File: config.mk
export PLATFORM = sky130hd
export DESIGN_NAME = reg_serializer_flat
export DESIGN_NICKNAME = d
export VERILOG_FILES = /design/src/rtl/reg_serializer_if.sv /design/src/rtl/reg_serializer.sv /design/src/flat_wrapper.sv
export SDC_FILE = /design/constraint.sdc
export NUM_CORES = 1
export LEC_CHECK = 0
export CORE_MARGIN = 1
export CORE_UTILIZATION = 24
export CTS_CLUSTER_DIAMETER = 100
export CTS_CLUSTER_SIZE = 12
export DETAILED_ROUTE_END_ITERATION = 8
export PLACE_DENSITY = 0.47
export SYNTH_ARGS = -nofsm -noshare
export SYNTH_HDL_FRONTEND = slang
export SYNTH_SLANG_ARGS = --single-unit
File: constraint.sdc
create_clock -name clk -period 1.6 [get_ports clk]
set_input_delay 0.32 -clock clk [delete_from_list [all_inputs] [get_ports clk]]
set_output_delay 0.32 -clock clk [all_outputs]
set_load 0.02 [all_outputs]
File: src/rtl/reg_serializer_if.sv
// Handshake bundle between a word producer and reg_serializer.
// The master side loads words and consumes the LSB-first bit stream.
interface reg_serializer_if #(
  parameter int WIDTH = 32
);
  logic             load;
  logic [WIDTH-1:0] data_in;
  logic             sout_ready;
  logic             sout;
  logic             sout_valid;
  logic             busy;
  logic             done;

  modport master (
    output load, data_in, sout_ready,
    input  sout, sout_valid, busy, done
  );

  modport slave (
    input  load, data_in, sout_ready,
    output sout, sout_valid, busy, done
  );
endinterface

File: src/rtl/reg_serializer.sv
// Captures a WIDTH-bit word on load and streams it out LSB-first over a
// valid/ready serial link, pulsing done for one cycle after the last bit.
module reg_serializer #(
  parameter int WIDTH = 32
) (
  input logic            clk,
  input logic            clr,
  reg_serializer_if.slave bus
);

  localparam int CW = $clog2(WIDTH);
  localparam logic [CW-1:0] LAST = CW'(WIDTH - 1);

  typedef enum logic [1:0] {
    IDLE,
    SHIFT,
    DONE
  } state_t;

  // Declaration initialisers give the cleared state at power-up without clr.
  state_t           state_q = IDLE;
  state_t           state_d;
  logic [WIDTH-1:0] shift_q = '0;
  logic [WIDTH-1:0] shift_d;
  logic [CW-1:0]    cnt_q   = '0;
  logic [CW-1:0]    cnt_d;

  always_ff @(posedge clk) begin
    if (clr) begin
      state_q <= IDLE;
      shift_q <= '0;
      cnt_q   <= '0;
    end else begin
      state_q <= state_d;
      shift_q <= shift_d;
      cnt_q   <= cnt_d;
    end
  end

  // The counter stops at LAST rather than wrapping; DONE always falls back to IDLE.
  always_comb begin
    state_d = state_q;
    shift_d = shift_q;
    cnt_d   = cnt_q;
    unique case (state_q)
      IDLE: begin
        if (bus.load) begin
          shift_d = bus.data_in;
          cnt_d   = '0;
          state_d = SHIFT;
        end
      end
      SHIFT: begin
        if (bus.sout_ready) begin
          shift_d = shift_q >> 1;
          if (cnt_q == LAST) begin
            state_d = DONE;
          end else begin
            cnt_d = cnt_q + CW'(1);
          end
        end
      end
      DONE: begin
        state_d = IDLE;
      end
      default: begin
        state_d = IDLE;
      end
    endcase
  end

  assign bus.sout_valid = (state_q == SHIFT);
  assign bus.sout       = bus.sout_valid ? shift_q[0] : 1'b0;
  assign bus.busy       = (state_q != IDLE);
  assign bus.done       = (state_q == DONE);

endmodule

File: src/flat_wrapper.sv
// flat-port wrapper written by rule: the top's interface ports become plain ports
module reg_serializer_flat 
#(
  parameter int WIDTH = 32
)
  (clk, clr, bus_load, bus_data_in, bus_sout_ready, bus_sout, bus_sout_valid, bus_busy, bus_done);
  reg_serializer_if #(.WIDTH(WIDTH)) bus_i ();
  input logic clk;
  input logic clr;
  input wire logic [$bits(bus_i.load)-1:0] bus_load;
  input wire logic [$bits(bus_i.data_in)-1:0] bus_data_in;
  input wire logic [$bits(bus_i.sout_ready)-1:0] bus_sout_ready;
  output wire logic [$bits(bus_i.sout)-1:0] bus_sout;
  output wire logic [$bits(bus_i.sout_valid)-1:0] bus_sout_valid;
  output wire logic [$bits(bus_i.busy)-1:0] bus_busy;
  output wire logic [$bits(bus_i.done)-1:0] bus_done;
  assign bus_i.load = bus_load;
  assign bus_i.data_in = bus_data_in;
  assign bus_i.sout_ready = bus_sout_ready;
  assign bus_sout = bus_i.sout;
  assign bus_sout_valid = bus_i.sout_valid;
  assign bus_busy = bus_i.busy;
  assign bus_done = bus_i.done;
  reg_serializer #(.WIDTH(WIDTH)) u_core (.clk(clk), .clr(clr), .bus(bus_i));
endmodule
==> flow_summary.ini, run 1 <==
[timing]
fin_tns_setup_ns = -0.170
setup-violations-final = 5
drv_slew = 0
min_period_ns = 1.65
tightest_slew_ns = 0.425
relSlewSlack_pct = 71.7
skew_ns = 0.00496
timing.final.ws_setup_ns = -0.0501
fmax_mhz = 606
finalHoldViolations = 0
period_share_pct = 103
rsz0062_at_grt = true

[synth]
avgSynthCellArea_um2 = 12.0
syn_nets = 232
synth-xor-area-share_pct = 0
muxShareOfSynthArea_pct = 14.0
ys_types = 30
synth_fa_ha_area_share_pct = 1.08
synth-seq-cells = 39
yosys.area_share.simple_pct = 5.55
syn_area_mm2 = 0.00232
synth-compound-area-share_pct = 34.6
synth_top_family_by_area = compound AO/OA/AOI/OAI gates
yosys_warnings = 0
ys_seq_area_share_pct = 33.6
syn_inst = 194

[global_route]
grt_pass1_wl_um = 8430
grt_usage_pct = 10.6
grt_max_degree = 66
grt_pass1_vias = 1678
grt-ovfl-total = 0
antenna_found_initial = 0

[floorplanning]
rows = 35
die-width_um = 100
dieHeight_um = 100
io_pins = 40
dieArea_mm2 = 0.0101
core_mm2 = 0.00928
start_util_pct = 25.0

[detailed_routing]
viasPerCell = 4.58
drc_errors = 0
postRouteWirelength_um = 5000
wire_per_inst_um = 13.8
vias = 1657
ant_nets = 0
first_iter_violations = 34
drtPass1Iterations = 4

[layout]
final_cell_area_mm2 = 0.00295
fillers = 974
nets = 272
area_growth_pct = 27.0
drive_gt1_share_pct = 44.2
fin_util_pct = 31.7
antenna-diode-count = 0

[critical_path]
cp-start-kind = flip-flop
crit_fanout = 4
worstPathArrival_ns = 1.82
crit_type = reg2reg
endpoint_kind = flip-flop
required_ns = 1.77

[power]
switching_share_pct = 27.7
pwr-share-clk_pct = 26.9
ir_drop_mv = 0.285
p_leak_nw = 1.08
p_switching_w = 0.000634
internal_power_w = 0.00166
p_seq_share_pct = 48.1
comb_power_share_pct = 24.9
powerDensity_mw_per_mm2 = 777

[clock_network]
clk_pin_slew_ns = 0.07
clockBufferDepth = 2
root_buffer = clkbuf_8
h-tree-depth = 2
clk_latency_ns = 0.29
numCtsBuffers = 5
cts_tree = yes
cts_hold_buf = 0
cts_sinks = 39

[placement]
io_buffers = 39
dp_hpwl_um = 3190
placed_area_mm2 = 0.00286
routabilityCongestion = 0.710

[run]
maxCapViolCount = 0

[hold_path]
hp-class = in2reg

[status]
status = complete, but fails checks
violations = negative setup slack
==> stage by stage <==
| step | std cells | total power (W) | setup WS, ns | hold WS, ns |
|---|---|---|---|---|
| finish | 362 | 0.00229 | -0.0501 | 0.488 |
| global route | 362 | 0.00242 | -0.0866 | 0.507 |
| CTS | 362 | 0.00233 | -0.0467 | 0.498 |
| detailed placement | 355 | 0.00170 | -0.182 | 0.487 |
| global placement | 355 | 0.00170 | -0.140 | 0.482 |
| floorplan | 194 | 0.00156 | -0.0705 | 0.445 |
==> kinds of logic (layout without fill, tap and decap cells) <==
logic type      count (synthesis)  after routing
compound gates                 73             73
flops                          39             39
mux                            32             32
buf+inv                        26             65
simple gates                   22             22
fa+ha+maj                       2              2
==> metal layers <==
| metal | track usage [%] | vias to the layer above | share of wire, % |
|---|---|---|---|
| li1 | - | 830 | - |
| met1 | 15.4 | 783 | 52 |
| met2 | 15.2 | 36 | 42 |
| met3 | 2.44 | 8 | 4.7 |
| met4 | 3.68 | 0 | 1.4 |
| met5 | 0 | - | 0 |
==> path summary, 6_finish.rpt <==
path,start,cells past startpoint,to,slack (ns)
max,u_core.cnt_q[0],6,u_core.cnt_q[3],-0.05
min,clr,3,u_core.shift_q[11],0.49
max reg2reg,u_core.cnt_q[0],6,u_core.cnt_q[3],-0.05
min reg2reg,u_core.cnt_q[3],1,u_core.cnt_q[3],0.50
==> synth_stat cells, drive strengths merged <==
cell     n  area, um^2
dfxtp   39         781
a21oi   36         289
a311oi  32         474
mux2i   31         310
buf     20         236
nand3    6        30.0
clkbuf   3        11.3
inv      3        11.3
nand2    3        11.3
ha       2        25.0
nand2b   2        12.5
nand4    2        12.5
nor2     2        7.51
nor3     2        10.0
a211oi   1        7.51
a21bo    1        10.0
a41oi    1        8.76
and2     1        6.26
and3     1        6.26
and4bb   1        12.5
mux2     1        15.0
o21a     1        7.51
o21ai    1        5.00
or3b     1        8.76
or4bb    1        11.3
==> cells in the final DEF (no fill, tap or decap), types with 2 or more instances in the layout <==
cell / Yosys / routed
a21oi_1: 7 / 7
dfxtp_2: 0 / 2
clkdlybuf4s50_1: 0 / 34
clkbuf_2: 0 / 3
dfxtp_1: 39 / 37
clkbuf_8: 0 / 5
inv_2: 1 / 2
a21oi_2: 29 / 29
nand3_1: 6 / 4
nand2_1: 3 / 2
nand4_1: 2 / 2
ha_4: 0 / 2
buf_4: 0 / 9
mux2i_1: 31 / 31
nor2_1: 2 / 2
nor3_1: 2 / 2
nand3_2: 0 / 2
a311oi_2: 31 / 31
buf_2: 8 / 2
buf_12: 7 / 7
==> state kept, by name, summed over array words and instances, names as in the netlist <==
name and count:
u_core.cnt_q 5, u_core.state_q 2, u_core.shift_q 32
==> critical path, stage by stage (launching register included) <==
cell and delay (ns):
dfxtp_2 0.34, ha_4 0.16, and3_4 0.15, ha_4 0.16, or4bb_4 0.55, nand2_2 0.09
a311oi_1 0.08
==> power groups by stage <==
stage	Combinational, W	Clock (W)	Sequential [W]
2_1_floorplan	0.000443	0	0.00111
3_3_place_gp	0.000573	0	0.00112
4_1_cts	0.000579	0.000648	0.00110
3_5_place_dp	0.000575	0	0.00112
5_1_grt	0.000619	0.000686	0.00111
6_report	0.000571	0.000617	0.00110
==> area by class of cell <==
cell class                      count  area [um^2]  share of cell area, %
Clock buffer                        6         72.6                   2.46
Inverter                            3         11.3                  0.382
Multi-Input combinational cell    129         1330                   45.3
Sequential cell                    39          783                   26.6
Tap cell                          129          161                   5.48
Timing Repair Buffer               56          584                   19.8
==> what timing repair did <==
action	4_1_cts	5_1_grt
setup endpoints to repair	9	12
setup buffers	1	0
pin swaps	4	3
gates resized for setup	13	6
cloned	0	0
Power figures use the tool's default switching activity.
==> inputs of run 2 (changes only) <==
- MAX_ROUTING_LAYER: default -> met4
==> run 2 against run 1 <==
  * The run still ends with negative setup slack left
  * Sequential power about the same
  * Non-clock buffer count unchanged
  * Critical path depth unchanged
  * Clock-buffer cell count is the same
  * Register-to-register slack hardly changed
  * Combinational power hardly changed
  * Global-route usage rose by 0.33 points
  * Wire length fell by 0.74%
==> flow_summary.ini, run 2 (synthesis gave the netlist of run 1 again) <==
[critical_path]
cp_slowest_cell = or4bb_4
required_ns = 1.77
max_stage_delay_ns = 0.55
crit_type = reg2reg
timing.critical_path.mode_cell = ha_4
cp-start-kind = flip-flop
endpoint_kind = flip-flop
worstPathArrival_ns = 1.82
path_cells = ha_4 > and3_4 > ha_4 > or4bb_4 > nand2_2 > a311oi_1
crit_fanout = 4

[layout]
area_growth_pct = 27.0
fin_util_pct = 31.7
fillers = 974
largest_register = u_core.shift_q
antenna-diode-count = 0
drive_gt1_share_pct = 44.2
largest_registers = u_core.shift_q x32, u_core.cnt_q x5, u_core.state_q x2
final_cell_mix = 37 x dfxtp_1, 34 x clkdlybuf4s50_1, 31 x mux2i_1, 31 x a311oi_2, 29 x a21oi_2
largest_reg_flops = 32
nets = 272
layout_commonest_cell = dfxtp_1
final_cell_area_mm2 = 0.00295

[detailed_routing]
drtPass1Iterations = 4
first_iter_violations = 37
vias = 1660
postRouteWirelength_um = 4960
ant_nets = 0
drc_errors = 0
viasPerCell = 4.59
wire_per_inst_um = 13.7

[power]
p_seq_share_pct = 48.1
comb_power_share_pct = 24.9
p_switching_w = 0.000633
ir_drop_mv = 0.285
powerDensity_mw_per_mm2 = 777
switching_share_pct = 27.7
p_leak_nw = 1.08
internal_power_w = 0.00166
pwr-share-clk_pct = 27.0

[status]
status = complete, but fails checks
violations = negative setup slack

[floorplanning]
rows = 35
dieArea_mm2 = 0.0101
core_mm2 = 0.00928
io_pins = 40
start_util_pct = 25.0
dieHeight_um = 100
die-width_um = 100

[clock_network]
root_buffer = clkbuf_8
clk_latency_ns = 0.29
numCtsBuffers = 5
cts_tree = yes
clk_pin_slew_ns = 0.07
cts_sinks = 39
h-tree-depth = 2
clockBufferDepth = 2

[timing]
drv_slew = 0
hold_ws_ns = 0.489
relSlewSlack_pct = 71.8
period_share_pct = 103
tightest_slew_ns = 0.423
setup-violations-final = 5
fmax_mhz = 606
timing.final.ws_setup_ns = -0.0499
fin_tns_setup_ns = -0.168
skew_ns = 0.00410
finalHoldViolations = 0
min_period_ns = 1.65
rsz0062_at_grt = true

[global_route]
grt-ovfl-total = 0
grt_pass1_vias = 1679
grt_usage_pct = 10.9
grt_max_degree = 66
grt_pass1_wl_um = 8450
antenna_found_initial = 0

[placement]
io_buffers = 39
placed_area_mm2 = 0.00286
dp_hpwl_um = 3190
routabilityCongestion = 0.719

[run]
maxCapViolCount = 0

[hold_path]
hp-class = in2reg
==> run 2: cell counts in the layout (fill, tap and decap cells not counted) <==
Identical to the previous run, type by type.
==> run 2: path summary, 6_finish.rpt <==
path,cells past startpoint,slack [ns],start,to
worst max-delay path,6,-0.05,u_core.cnt_q[0],u_core.cnt_q[3]
worst min-delay path,3,0.49,clr,u_core.shift_q[11]
worst max register to register,6,-0.05,u_core.cnt_q[0],u_core.cnt_q[3]
worst min register to register,1,0.50,u_core.cnt_q[3],u_core.cnt_q[3]
==> run 2: metal layers <==
metal	share of wire (%)	vias to the layer above	track usage, %
li1	-	830	-
met1	51	783	15.6
met2	43	39	15.1
met3	5.0	8	2.44
met4	1.4	0	3.68
met5	0	-	-
==> run 2: critical path, delay by kind of cell, from the launching register on <==
family | cells | cell delay (ns)
AO/OA/AOI/OAI | 1 | 0.08
adder cells (fa/ha/maj) | 2 | 0.32
flip-flops | 1 | 0.34
AND/OR/NAND/NOR | 3 | 0.79
==> run 2: metrics by stage <==
stage / std cells / power (W) / setup WS [ns]
global placement: 355 / 0.00170 / -0.140
CTS: 362 / 0.00233 / -0.0467
finish: 362 / 0.00229 / -0.0499
detailed placement: 355 / 0.00170 / -0.182
global route: 362 / 0.00242 / -0.0866
floorplan: 194 / 0.00156 / -0.0705
==> run 2: area by class of cell <==
type | count | area (um^2) | area share (%)
Clock buffer | 6 | 72.6 | 2.46
Sequential cell | 39 | 783 | 26.6
Timing Repair Buffer | 56 | 584 | 19.8
Inverter | 3 | 11.3 | 0.382
Multi-Input combinational cell | 129 | 1330 | 45.3
Tap cell | 129 | 161 | 5.48
==> run 2: power groups by stage <==
| stage | Sequential, W | Clock, W | Combinational [W] |
|---|---|---|---|
| after floorplan | 0.00111 | 0 | 0.000443 |
| after global placement | 0.00112 | 0 | 0.000573 |
| after detailed placement | 0.00112 | 0 | 0.000575 |
| after CTS | 0.00110 | 0.000648 | 0.000579 |
| after global routing | 0.00111 | 0.000689 | 0.000619 |
| final | 0.00110 | 0.000617 | 0.000570 |
==> run 2: repair_timing <==
item,in CTS,in global routing
setup endpoints to repair,9,12
pin swaps,4,3
hold buffers,0,0
setup buffers,1,0
resized for setup,13,6
